[config.mk]
export PLATFORM = sky130hd
export DESIGN_NAME = lifo_frame_ctrl
export DESIGN_NICKNAME = d
export VERILOG_FILES = /design/src/rtl/lifo_pkg.sv /design/src/rtl/sat_counter.sv /design/src/rtl/lifo_frame_ctrl.sv
export SDC_FILE = /design/constraint.sdc
export NUM_CORES = 1
export LEC_CHECK = 0
export BUFFER_PORTS_ARGS = -buffer_cell sky130_fd_sc_hd__buf_4
export CORE_AREA = 4 4 50 63
export CTS_BUF_LIST = sky130_fd_sc_hd__clkbuf_16
export DETAILED_ROUTE_END_ITERATION = 10
export DIE_AREA = 0 0 54 67
export PLACE_DENSITY = 0.68
export SYNTH_ARGS = -nofsm -noshare
export SYNTH_HDL_FRONTEND = slang
export SYNTH_SLANG_ARGS = --single-unit
[constraint.sdc]
create_clock -name clk -period 1.8 [get_ports clk]
set_input_delay 0.18 -clock clk [delete_from_list [all_inputs] [get_ports clk]]
set_output_delay 0.18 -clock clk [all_outputs]
set_load 0.005 [all_outputs]
[src/rtl/lifo_pkg.sv]
// Shared definitions for the 4x4 stack and the frame-reversing controller
// that drives it.
package lifo_pkg;

  localparam int LIFO_DW    = 4;
  localparam int LIFO_DEPTH = 4;

  typedef enum logic [1:0] {
    FILL = 2'd0,
    POP  = 2'd1,
    CAPT = 2'd2,
    SEND = 2'd3
  } lifo_state_e;

  // True when the controller's view of occupancy contradicts the stack flags.
  function automatic logic flags_disagree(
    input logic occ_zero,
    input logic occ_full,
    input logic stk_empty,
    input logic stk_full
  );
    return (occ_zero ^ stk_empty) | (occ_full ^ stk_full);
  endfunction

endpackage

[src/rtl/sat_counter.sv]
// Increment-only counter that sticks at all-ones instead of wrapping.
module sat_counter #(
  parameter int W = 8
) (
  input  logic         clk,
  input  logic         rst,
  input  logic         inc,
  output logic [W-1:0] cnt
);

  logic [W-1:0] cnt_r;

  // Count register with synchronous reset and saturation.
  always_ff @(posedge clk) begin
    if (rst) begin
      cnt_r <= {W{1'b0}};
    end else if (inc && (cnt_r != {W{1'b1}})) begin
      cnt_r <= cnt_r + {{(W-1){1'b0}}, 1'b1};
    end else begin
      cnt_r <= cnt_r;
    end
  end

  assign cnt = cnt_r;

endmodule

[src/rtl/lifo_frame_ctrl.sv]
// Frame reverser: pushes an input frame into the external stack, then pops
// and emits it nibble by nibble; nibbles beyond the stack depth are dropped.
module lifo_frame_ctrl
  import lifo_pkg::*;
#(
  parameter int DW    = LIFO_DW,
  parameter int DEPTH = LIFO_DEPTH,
  parameter int OVW   = 8
) (
  input  logic           clk,
  input  logic           rst,
  input  logic           in_valid,
  output logic           in_ready,
  input  logic [DW-1:0]  in_data,
  input  logic           in_last,
  output logic           out_valid,
  input  logic           out_ready,
  output logic [DW-1:0]  out_data,
  output logic           out_last,
  output logic           stk_en,
  output logic           stk_pop,
  output logic [DW-1:0]  stk_din,
  input  logic [DW-1:0]  stk_dout,
  input  logic           stk_full,
  input  logic           stk_empty,
  output logic [OVW-1:0] ovf_cnt,
  output logic           err_sync
);

  localparam int OCCW = $clog2(DEPTH + 1);
  localparam logic [OCCW-1:0] OCC_MAX  = OCCW'(DEPTH);
  localparam logic [OCCW-1:0] OCC_ONE  = {{(OCCW-1){1'b0}}, 1'b1};
  localparam logic [OCCW-1:0] OCC_ZERO = {OCCW{1'b0}};

  lifo_state_e     state_r, state_nxt_s;
  logic [OCCW-1:0] occ_r;
  logic [DW-1:0]   out_data_r;
  logic            out_valid_r, out_last_r, err_sync_r;
  logic            push_s, drop_s;
  logic            occ_zero_s, occ_full_s, chk_flags_s;

  assign occ_zero_s  = (occ_r == OCC_ZERO);
  assign occ_full_s  = (occ_r == OCC_MAX);
  // Occupancy and flags only agree in states where push/pop and occ move together.
  assign chk_flags_s = (state_r == FILL) || (state_r == POP);

  // Next-state and combinational stack command / input handshake.
  always_comb begin
    state_nxt_s = state_r;
    in_ready    = 1'b0;
    stk_en      = 1'b0;
    stk_pop     = 1'b0;
    stk_din     = {DW{1'b0}};
    push_s      = 1'b0;
    drop_s      = 1'b0;
    if (rst) begin
      // The stack only honours its reset while enabled.
      stk_en = 1'b1;
    end else begin
      case (state_r)
        FILL: begin
          in_ready = 1'b1;
          if (in_valid) begin
            if (occ_r < OCC_MAX) begin
              push_s  = 1'b1;
              stk_en  = 1'b1;
              stk_din = in_data;
            end else begin
              drop_s = 1'b1;
            end
            if (in_last) begin
              state_nxt_s = POP;
            end else begin
              state_nxt_s = FILL;
            end
          end else begin
            state_nxt_s = FILL;
          end
        end
        POP: begin
          stk_en      = 1'b1;
          stk_pop     = 1'b1;
          state_nxt_s = CAPT;
        end
        CAPT: begin
          state_nxt_s = SEND;
        end
        SEND: begin
          if (out_ready) begin
            if (out_last_r) begin
              state_nxt_s = FILL;
            end else begin
              state_nxt_s = POP;
            end
          end else begin
            state_nxt_s = SEND;
          end
        end
        default: begin
          state_nxt_s = FILL;
        end
      endcase
    end
  end

  // State register and occupancy tracking.
  always_ff @(posedge clk) begin
    if (rst) begin
      state_r <= FILL;
      occ_r   <= OCC_ZERO;
    end else begin
      state_r <= state_nxt_s;
      if (push_s) begin
        occ_r <= occ_r + OCC_ONE;
      end else if (state_r == CAPT) begin
        occ_r <= occ_r - OCC_ONE;
      end else begin
        occ_r <= occ_r;
      end
    end
  end

  // Output stream registers: load on capture, hold until the handshake.
  always_ff @(posedge clk) begin
    if (rst) begin
      out_data_r  <= {DW{1'b0}};
      out_valid_r <= 1'b0;
      out_last_r  <= 1'b0;
    end else if (state_r == CAPT) begin
      out_data_r  <= stk_dout;
      out_valid_r <= 1'b1;
      out_last_r  <= (occ_r == OCC_ONE);
    end else if ((state_r == SEND) && out_ready) begin
      out_data_r  <= out_data_r;
      out_valid_r <= 1'b0;
      out_last_r  <= 1'b0;
    end else begin
      out_data_r  <= out_data_r;
      out_valid_r <= out_valid_r;
      out_last_r  <= out_last_r;
    end
  end

  // Registered occupancy/flag consistency pulse.
  always_ff @(posedge clk) begin
    if (rst) begin
      err_sync_r <= 1'b0;
    end else begin
      err_sync_r <= chk_flags_s &&
                    flags_disagree(occ_zero_s, occ_full_s, stk_empty, stk_full);
    end
  end

  sat_counter #(
    .W (OVW)
  ) u_ovf_cnt (
    .clk (clk),
    .rst (rst),
    .inc (drop_s),
    .cnt (ovf_cnt)
  );

  assign out_data  = out_data_r;
  assign out_valid = out_valid_r;
  assign out_last  = out_last_r;
  assign err_sync  = err_sync_r;

endmodule

After elaboration in Yosys (flattened, before gate mapping)
Cells that the tools add are included.
Storage, ports and cells
  logic and storage cells: 56
  register bits after elaboration: 20
Operators by class
  bitwise operators: 3
  reductions and logical operators: 8
  order comparisons: 1
  add/subtract/negate cells: 3
  equality and inequality tests: 6
  mux-type cells: 28
Operators with widths (number)
  two-way mux 1 bit: 18
  two-way mux 4 bit: 4
  adder 8 x 1 -> 8 bit, second input constant: 1
  != test 8 bit, second input constant: 1
  case mux 2 bit (4 select lines): 1
  two-way mux 3 bit: 2
  equality test 2 bit, second input constant: 2
  two-way mux 2 bit: 2
  nonzero test 2 bit: 2
  adder 3 x 1 -> 3 bit, second input constant: 1
  equality test 3 x 1 -> 1 bit, second input constant: 1
  equality test 3 bit, second input constant: 1
  logical AND 1 bit: 3
  logical NOT 3 bit: 1
  less-than comparator 3 bit, second input constant: 1
  subtractor 3 x 1 -> 3 bit, second input constant: 1
  equality test 2 x 1 -> 1 bit, second input constant: 1
  logical NOT 2 bit: 1
  case mux 1 bit (2 select lines): 1
  bitwise XOR 1 bit: 2
  logical OR 1 bit: 1
  OR 1 bit: 1

Logic depth before layout (Yosys ltp)
Gate-level depths: netlist (run 1).
  word-level depth: 6
  mapped depth: 6

Modules after synthesis
From an unflattened synthesis (run 1), not the netlist that was laid out.
Second synthesis, totals
  cells, all modules: 126
  area total of the unflattened synthesis: 1112.3 µm²
Modules (own cells, without submodules)
  lifo_frame_ctrl: seq. area each 240.2 µm², area an instance 681.9 µm², times used 1, cells an instance 80
  sat_counter: seq. area each 160.2 µm², area an instance 430.4 µm², times used 1, cells an instance 46

Worst setup path after synthesis (run 1)
Ideal clock, no wire load.
  path kind: reg2reg
  start: register state_r[0]
  end: register u_ovf_cnt.cnt_r[4] (netlist: u_ovf_cnt.cnt[4])
  slack: 0.021 ns
  data arrival time: 1.709 ns
  stages on the path, launching flop included: 6
  data required time: 1.729 ns
  library setup time: 0.071 ns
  path buffers: 1
  path through: dfxtp_1 > buf_6 > or4b_4 > a211o_1 > or3_1 > a21oi_1
On the way
  longest elaborated chain between the ends: 4
Ends and longest elaborated chain
  from (decl): RTL line lifo_frame_ctrl.sv:35  | lifo_state_e state_r, state_nxt_s;
  from (signal assigned): RTL line lifo_frame_ctrl.sv:112  | state_r <= state_nxt_s;
  logical NOT 2 bit: RTL line lifo_frame_ctrl.sv:60  | case (state_r)
  two-way mux 1 bit: RTL line lifo_frame_ctrl.sv:60
  two-way mux 1 bit: RTL line lifo_frame_ctrl.sv:56  | if (rst) begin
  logical AND 1 bit: RTL line sat_counter.sv:17  | end else if (inc && (cnt_r != {W{1'b1}})) begin
  to (signal assigned): RTL line sat_counter.sv:16  | cnt_r <= {W{1'b0}};
  to (signal assigned): RTL line sat_counter.sv:18  | cnt_r <= cnt_r + {{(W-1){1'b0}}, 1'b1};
  to (signal assigned): RTL line sat_counter.sv:20  | cnt_r <= cnt_r;
  to (decl): RTL line sat_counter.sv:11  | logic [W-1:0] cnt_r;
Every way passes these cells.
A chain may end at the register's enable or synchronous reset.

Worst setup path in the final report (run 1)
  start: register state_r[1]
  end: register u_ovf_cnt.cnt_r[4] (netlist: u_ovf_cnt.cnt[4])
The elaborated chain is that of the path after synthesis.

==> flow_summary.toml, run 1 <==
[drt]
ant_nets = 0
vias = 974
drtIter0Drc = 13
viasPerCell = 5.10
drc_errors = 0
drt_wl_total_um = 2470
routedWlPerCell_um = 12.9
dr.pass1.iters = 4

[clocking]
cts_buffers = 3
cts_setup_buffers = 0
path_clk_slew_ps = 60
root_buffer = "clkbuf_16"
clk_latency_ps = 250
tritoncts = "done"
htreeDepth = 1
cts_resized = 0
cts_hold_repair.buffers = 0
clk_path_buf_depth = 2
cts.sinks = 20

[critical_path]
cp.required_ps = 1990
crit_type = "flop to flop"
worstPathMaxFanout = 4
cp-end-kind = "flop"
cp_slowest_cell = "or4b_4"
crit_chain = "or4b_4 -> a211o_1 -> or3_1 -> a21oi_1"
arrival_ps = 1900
cp-start-kind = "flop"
cp_slowest_stage_delay_ps = 570

[synth]
ys_ff_latch = 20
yosysUniqueCellTypes = 33
synth_edf_count = 0
syn_inst = 118
synth_nets = 138
synth-async-reset-ratio_pct = 0
syn_area_um2 = 996
synth-main-ff-cell = "dfxtp_1"
syn_area_per_cell_um2 = 8.44
synth_seq_area_share_pct = 40.2
yosysWarnings = 0

[global_routing]
grt_overflow = 0
grt_pass1_wl_um = 3930
grt_max_degree = 26
antenna_found_initial = 0
first_global_vias = 962
grtUsageTotal_pct = 14.5

[floorplanning]
rows = 21
dieArea_um2 = 3620
die_y_um = 67
core-area_um2 = 2600
ioPinCount = 37
initial_core_util_pct = 38.3
die_w_um = 54

[finish]
num-fill-cells = 251
design_area_um2 = 1430
drive_above_1_share_pct = 31.2
final_cell_mix = "42 x buf_4, 20 x dfxtp_1, 14 x nand2_1, 12 x a21oi_1, 8 x nor2_1"
antenna-diode-count = 0
fin_nets = 178
syn_to_final_growth_pct = 43.1
final_common_cell = "buf_4"

[min_path]
hold_path.class = "input port to flop"

[sta]
period_share_pct = 95.2
tightest_slew_ps = 374
fin_setup_tns_ps = 0
fmax_mhz = 584
report.final.slew_viol_count = 0
rsz0062_at_grt = "no"
setup_viol = 0
post-route-min-period_ps = 1710
slew_headroom_pct = 74.9
hold_viol = 0
finalClockSkew_ps = 2.80

[placed_design]
io_buffers = 36
place_congestion = 0.725
hpwl_um = 1830
placed_area_um2 = 1320

[run_status]
outcome = "completed"

[power]
p_leak_nw = 0.636
power.density_nw_per_um2 = 916
peakVddDrop_uv = 521

[run]
drv_cap = 0
==> critical path: cells and delay by family, from the launching register on <==
family | cells | cell delay (ps)
simple gates | 2 | 920
compound gates | 2 | 430
flops | 1 | 310
==> kinds of logic after synthesis <==
kind of cell | share of synthesized area [%]
and+or+nand+nor | 26.0
AOI/OAI and AO/OA | 17.6
DFF | 40.2
buffers and inverters | 5.28
adders and majority gates | 6.28
xor gates and xnor gates | 2.64
muxes | 2.01
==> cells in the mapped netlist (2+ instances only) <==
cell type / n / share of area [%]
inv_1: 5 / 1.9
and3_1: 5 / 3.1
a31oi_1: 4 / 2.5
a21oi_1: 12 / 6.0
nor2_1: 8 / 3.0
dfxtp_1: 20 / 40
o21ai_0: 3 / 1.5
and4_1: 2 / 1.8
nand2_1: 14 / 5.3
nor4_1: 3 / 1.9
nor3_1: 3 / 1.5
a211o_1: 2 / 1.8
ha_1: 5 / 6.3
nand3_1: 4 / 2.0
xnor2_1: 2 / 1.8
or3_1: 2 / 1.3
mux2i_1: 2 / 2.0
o21bai_1: 3 / 2.3
clkbuf_1: 5 / 1.9
==> worst paths after layout <==
kind	start	to	slack, ps	cells past startpoint
setup / recovery	state_r[1]	u_ovf_cnt.cnt[4]	90	4
hold / removal	out_ready	state_r[1]	150	2
setup reg to reg	state_r[1]	u_ovf_cnt.cnt[4]	90	4
hold reg to reg	out_data[3]	out_data[3]	460	2
==> power by group <==
group	internal (mW)	switching, mW	total, mW
Clock	0.441	0.164	0.605
Sequential	0.470	0.0161	0.486
Combinational	0.111	0.103	0.214
Total	1.02	0.283	1.30
==> sequential cells by signal, indices dropped and copies added (netlist names) <==
register,cells
u_ovf_cnt.cnt,8
out_data,4
occ_r,3
state_r,2
err_sync,1
out_last,1
out_valid,1
==> final cells by class <==
type                            count  area (um^2)  area share (%)
Clock inverter                      1         30.0            2.11
Inverter                            5         18.8            1.32
Multi-Input combinational cell     86          543            38.1
Tap cell                           34         42.5            2.99
Sequential cell                    20          400            28.1
Timing Repair Buffer               42          315            22.1
Clock buffer                        3         75.1            5.27
==> layer usage <==
metal  global-route usage [%]  part of all wire, %  up-vias
li1                         -                    -      496
met1                     16.5                   43      444
met2                     25.2                   49       30
met3                     2.24                  6.4        4
met4                     7.48                  1.4        0
met5                        0                    0        -
==> per-stage QoR <==
step           total power [mW]  hold slack, ps  instances  worst slack (ps)  utilization (%)
6_report                   1.30             155        191              86.7             54.8
3_5_place_dp              0.711             416        187              97.7             50.7
4_1_cts                    1.32             155        191              82.2             54.8
3_3_place_gp              0.702             418        187               141             50.7
2_1_floorplan             0.619             290        118              20.5                -
5_1_grt                    1.37             158        191              43.1             54.8
No activity file was read; power rests on OpenSTA's default activity.
==> inputs of run 2 (changes only) <==
- PLACE_DENSITY: 0.68 -> 0.65
- clock period: 1.8 -> 2 ns (I/O delays scaled with it)
==> run 2 against run 1 <==
Clock power decreased by 34%. Non-clock buffer count fell by 1. First-iteration DRC count grew 46%. Total power shrank 21%. Sequential cell count stayed put. Register-to-register slack improved by 160 ps. Global-route usage shrank 0.69 points. Sequential power shrank 10%. Count of clock-buffer cells in the layout unchanged. Critical path depth is the same. Combinational power decreased by 9.3%. Cell count down 0.52%. Critical endpoint unchanged.
==> flow_summary.toml, run 2 (synthesized netlist as in run 1, its figures left out) <==
[run_status]
outcome = "completed"

[drt]
ant_nets = 0
drtIter0Drc = 19
vias = 965
viasPerCell = 5.08
drt_wl_total_um = 2400
drc_errors = 0
dr.pass1.iters = 3
routedWlPerCell_um = 12.6

[critical_path]
cp.required_ps = 2180
r2r_setup_slack_ps = 240
worstPathMaxFanout = 6
cp-start-kind = "flop"
cp-end-kind = "flop"
arrival_ps = 1940
crit_type = "flop to flop"

[floorplanning]
core-area_um2 = 2600
die_w_um = 54
die_y_um = 67
dieArea_um2 = 3620
ioPinCount = 37
initial_core_util_pct = 38.3
rows = 21

[sta]
period_share_pct = 87.9
fin_setup_tns_ps = 0
rsz0062_at_grt = "no"
finalClockSkew_ps = 0.751
setup_viol = 0
post-route-min-period_ps = 1760
hold_viol = 0
report.final.slew_viol_count = 0
slew_headroom_pct = 74.7
tightest_slew_ps = 378
fmax_mhz = 569

[finish]
syn_to_final_growth_pct = 39.7
final_cell_mix = "41 x buf_4, 20 x dfxtp_1, 14 x nand2_1, 12 x a21oi_1, 8 x nor2_1"
design_area_um2 = 1390
antenna-diode-count = 0
drive_above_1_share_pct = 30.1
fin_nets = 177
final_common_cell = "buf_4"
largest_register_ffs = 8

[clocking]
tritoncts = "done"
path_clk_slew_ps = 50
clk_latency_ps = 250
clk_path_buf_depth = 2
cts_hold_repair.buffers = 0
cts_setup_buffers = 0
htreeDepth = 1
cts_buffers = 3
root_buffer = "clkbuf_16"
cts_resized = 0
cts.sinks = 20

[global_routing]
grtUsageTotal_pct = 13.8
grt_pass1_wl_um = 3700
first_global_vias = 854
antenna_found_initial = 0
grt_max_degree = 26
grt_overflow = 0

[power]
p_leak_nw = 0.620
peakVddDrop_uv = 459
netSwitchingPower_uw = 244
swShare_pct = 23.6
combPwrFrac_pct = 18.8
clkPwrFrac_pct = 38.9
p_seq_share_pct = 42.3
power.density_nw_per_um2 = 742
p_int_uw = 788

[placed_design]
hpwl_um = 1850
io_buffers = 36
placed_area_um2 = 1310
place_congestion = 0.797

[run]
drv_cap = 0

[min_path]
hold_path.class = "input port to flop"
==> run 2: worst max-delay path, cell delays in order (launching register included) <==
cell and delay [ps]:
dfxtp_1 300, or4b_4 560, a211o_1 330, or3_1 360
a21oi_1 140
==> run 2: through the flow <==
stage / util, % / cells / setup WS (ps) / total power, mW / hold WS, ps
after global placement: 50.5 / 186 / 290 / 0.632 / 438
after detailed placement: 50.5 / 186 / 257 / 0.641 / 442
after CTS: 53.5 / 190 / 235 / 1.05 / 180
after global routing: 53.5 / 190 / 176 / 1.09 / 190
final: 53.5 / 190 / 242 / 1.03 / 190
after floorplan: - / 118 / 221 / 0.558 / 310
==> run 2: path summary, 6_finish.rpt <==
kind | start | end | cells past startpoint
hold reg to reg | out_data[3] | out_data[3] | 2
setup / recovery | state_r[1] | u_ovf_cnt.cnt[4] | 4
setup reg to reg | state_r[1] | u_ovf_cnt.cnt[4] | 4
hold / removal | out_ready | state_r[0] | 2
==> run 2: cell type report <==
cell class	count	area, um^2
Clock inverter	1	3.75
Multi-Input combinational cell	86	543
Tap cell	34	42.5
Fill cell	269	1210
Timing Repair Buffer	41	308
Clock buffer	3	75.1
Inverter	5	18.8
Sequential cell	20	400
==> run 2: per-layer routing <==
layer	up-vias	wire length, um	track usage (%)	share of wire (%)
met1	447	1030	15.7	43
met2	18	1240	23.8	52
met3	2	102	2.91	4.3
met5	-	0	0	0
met4	0	21	6.54	0.88
li1	498	-	-	-
==> run 2: power groups by stage <==
stage               combinational (mW)  sequential (mW)  clock, mW
floorplan                        0.113            0.444          0
global placement                 0.188            0.444          0
detailed placement               0.196            0.445          0
CTS                              0.197            0.436      0.414
global route                     0.218            0.439      0.431
finish                           0.194            0.436      0.402
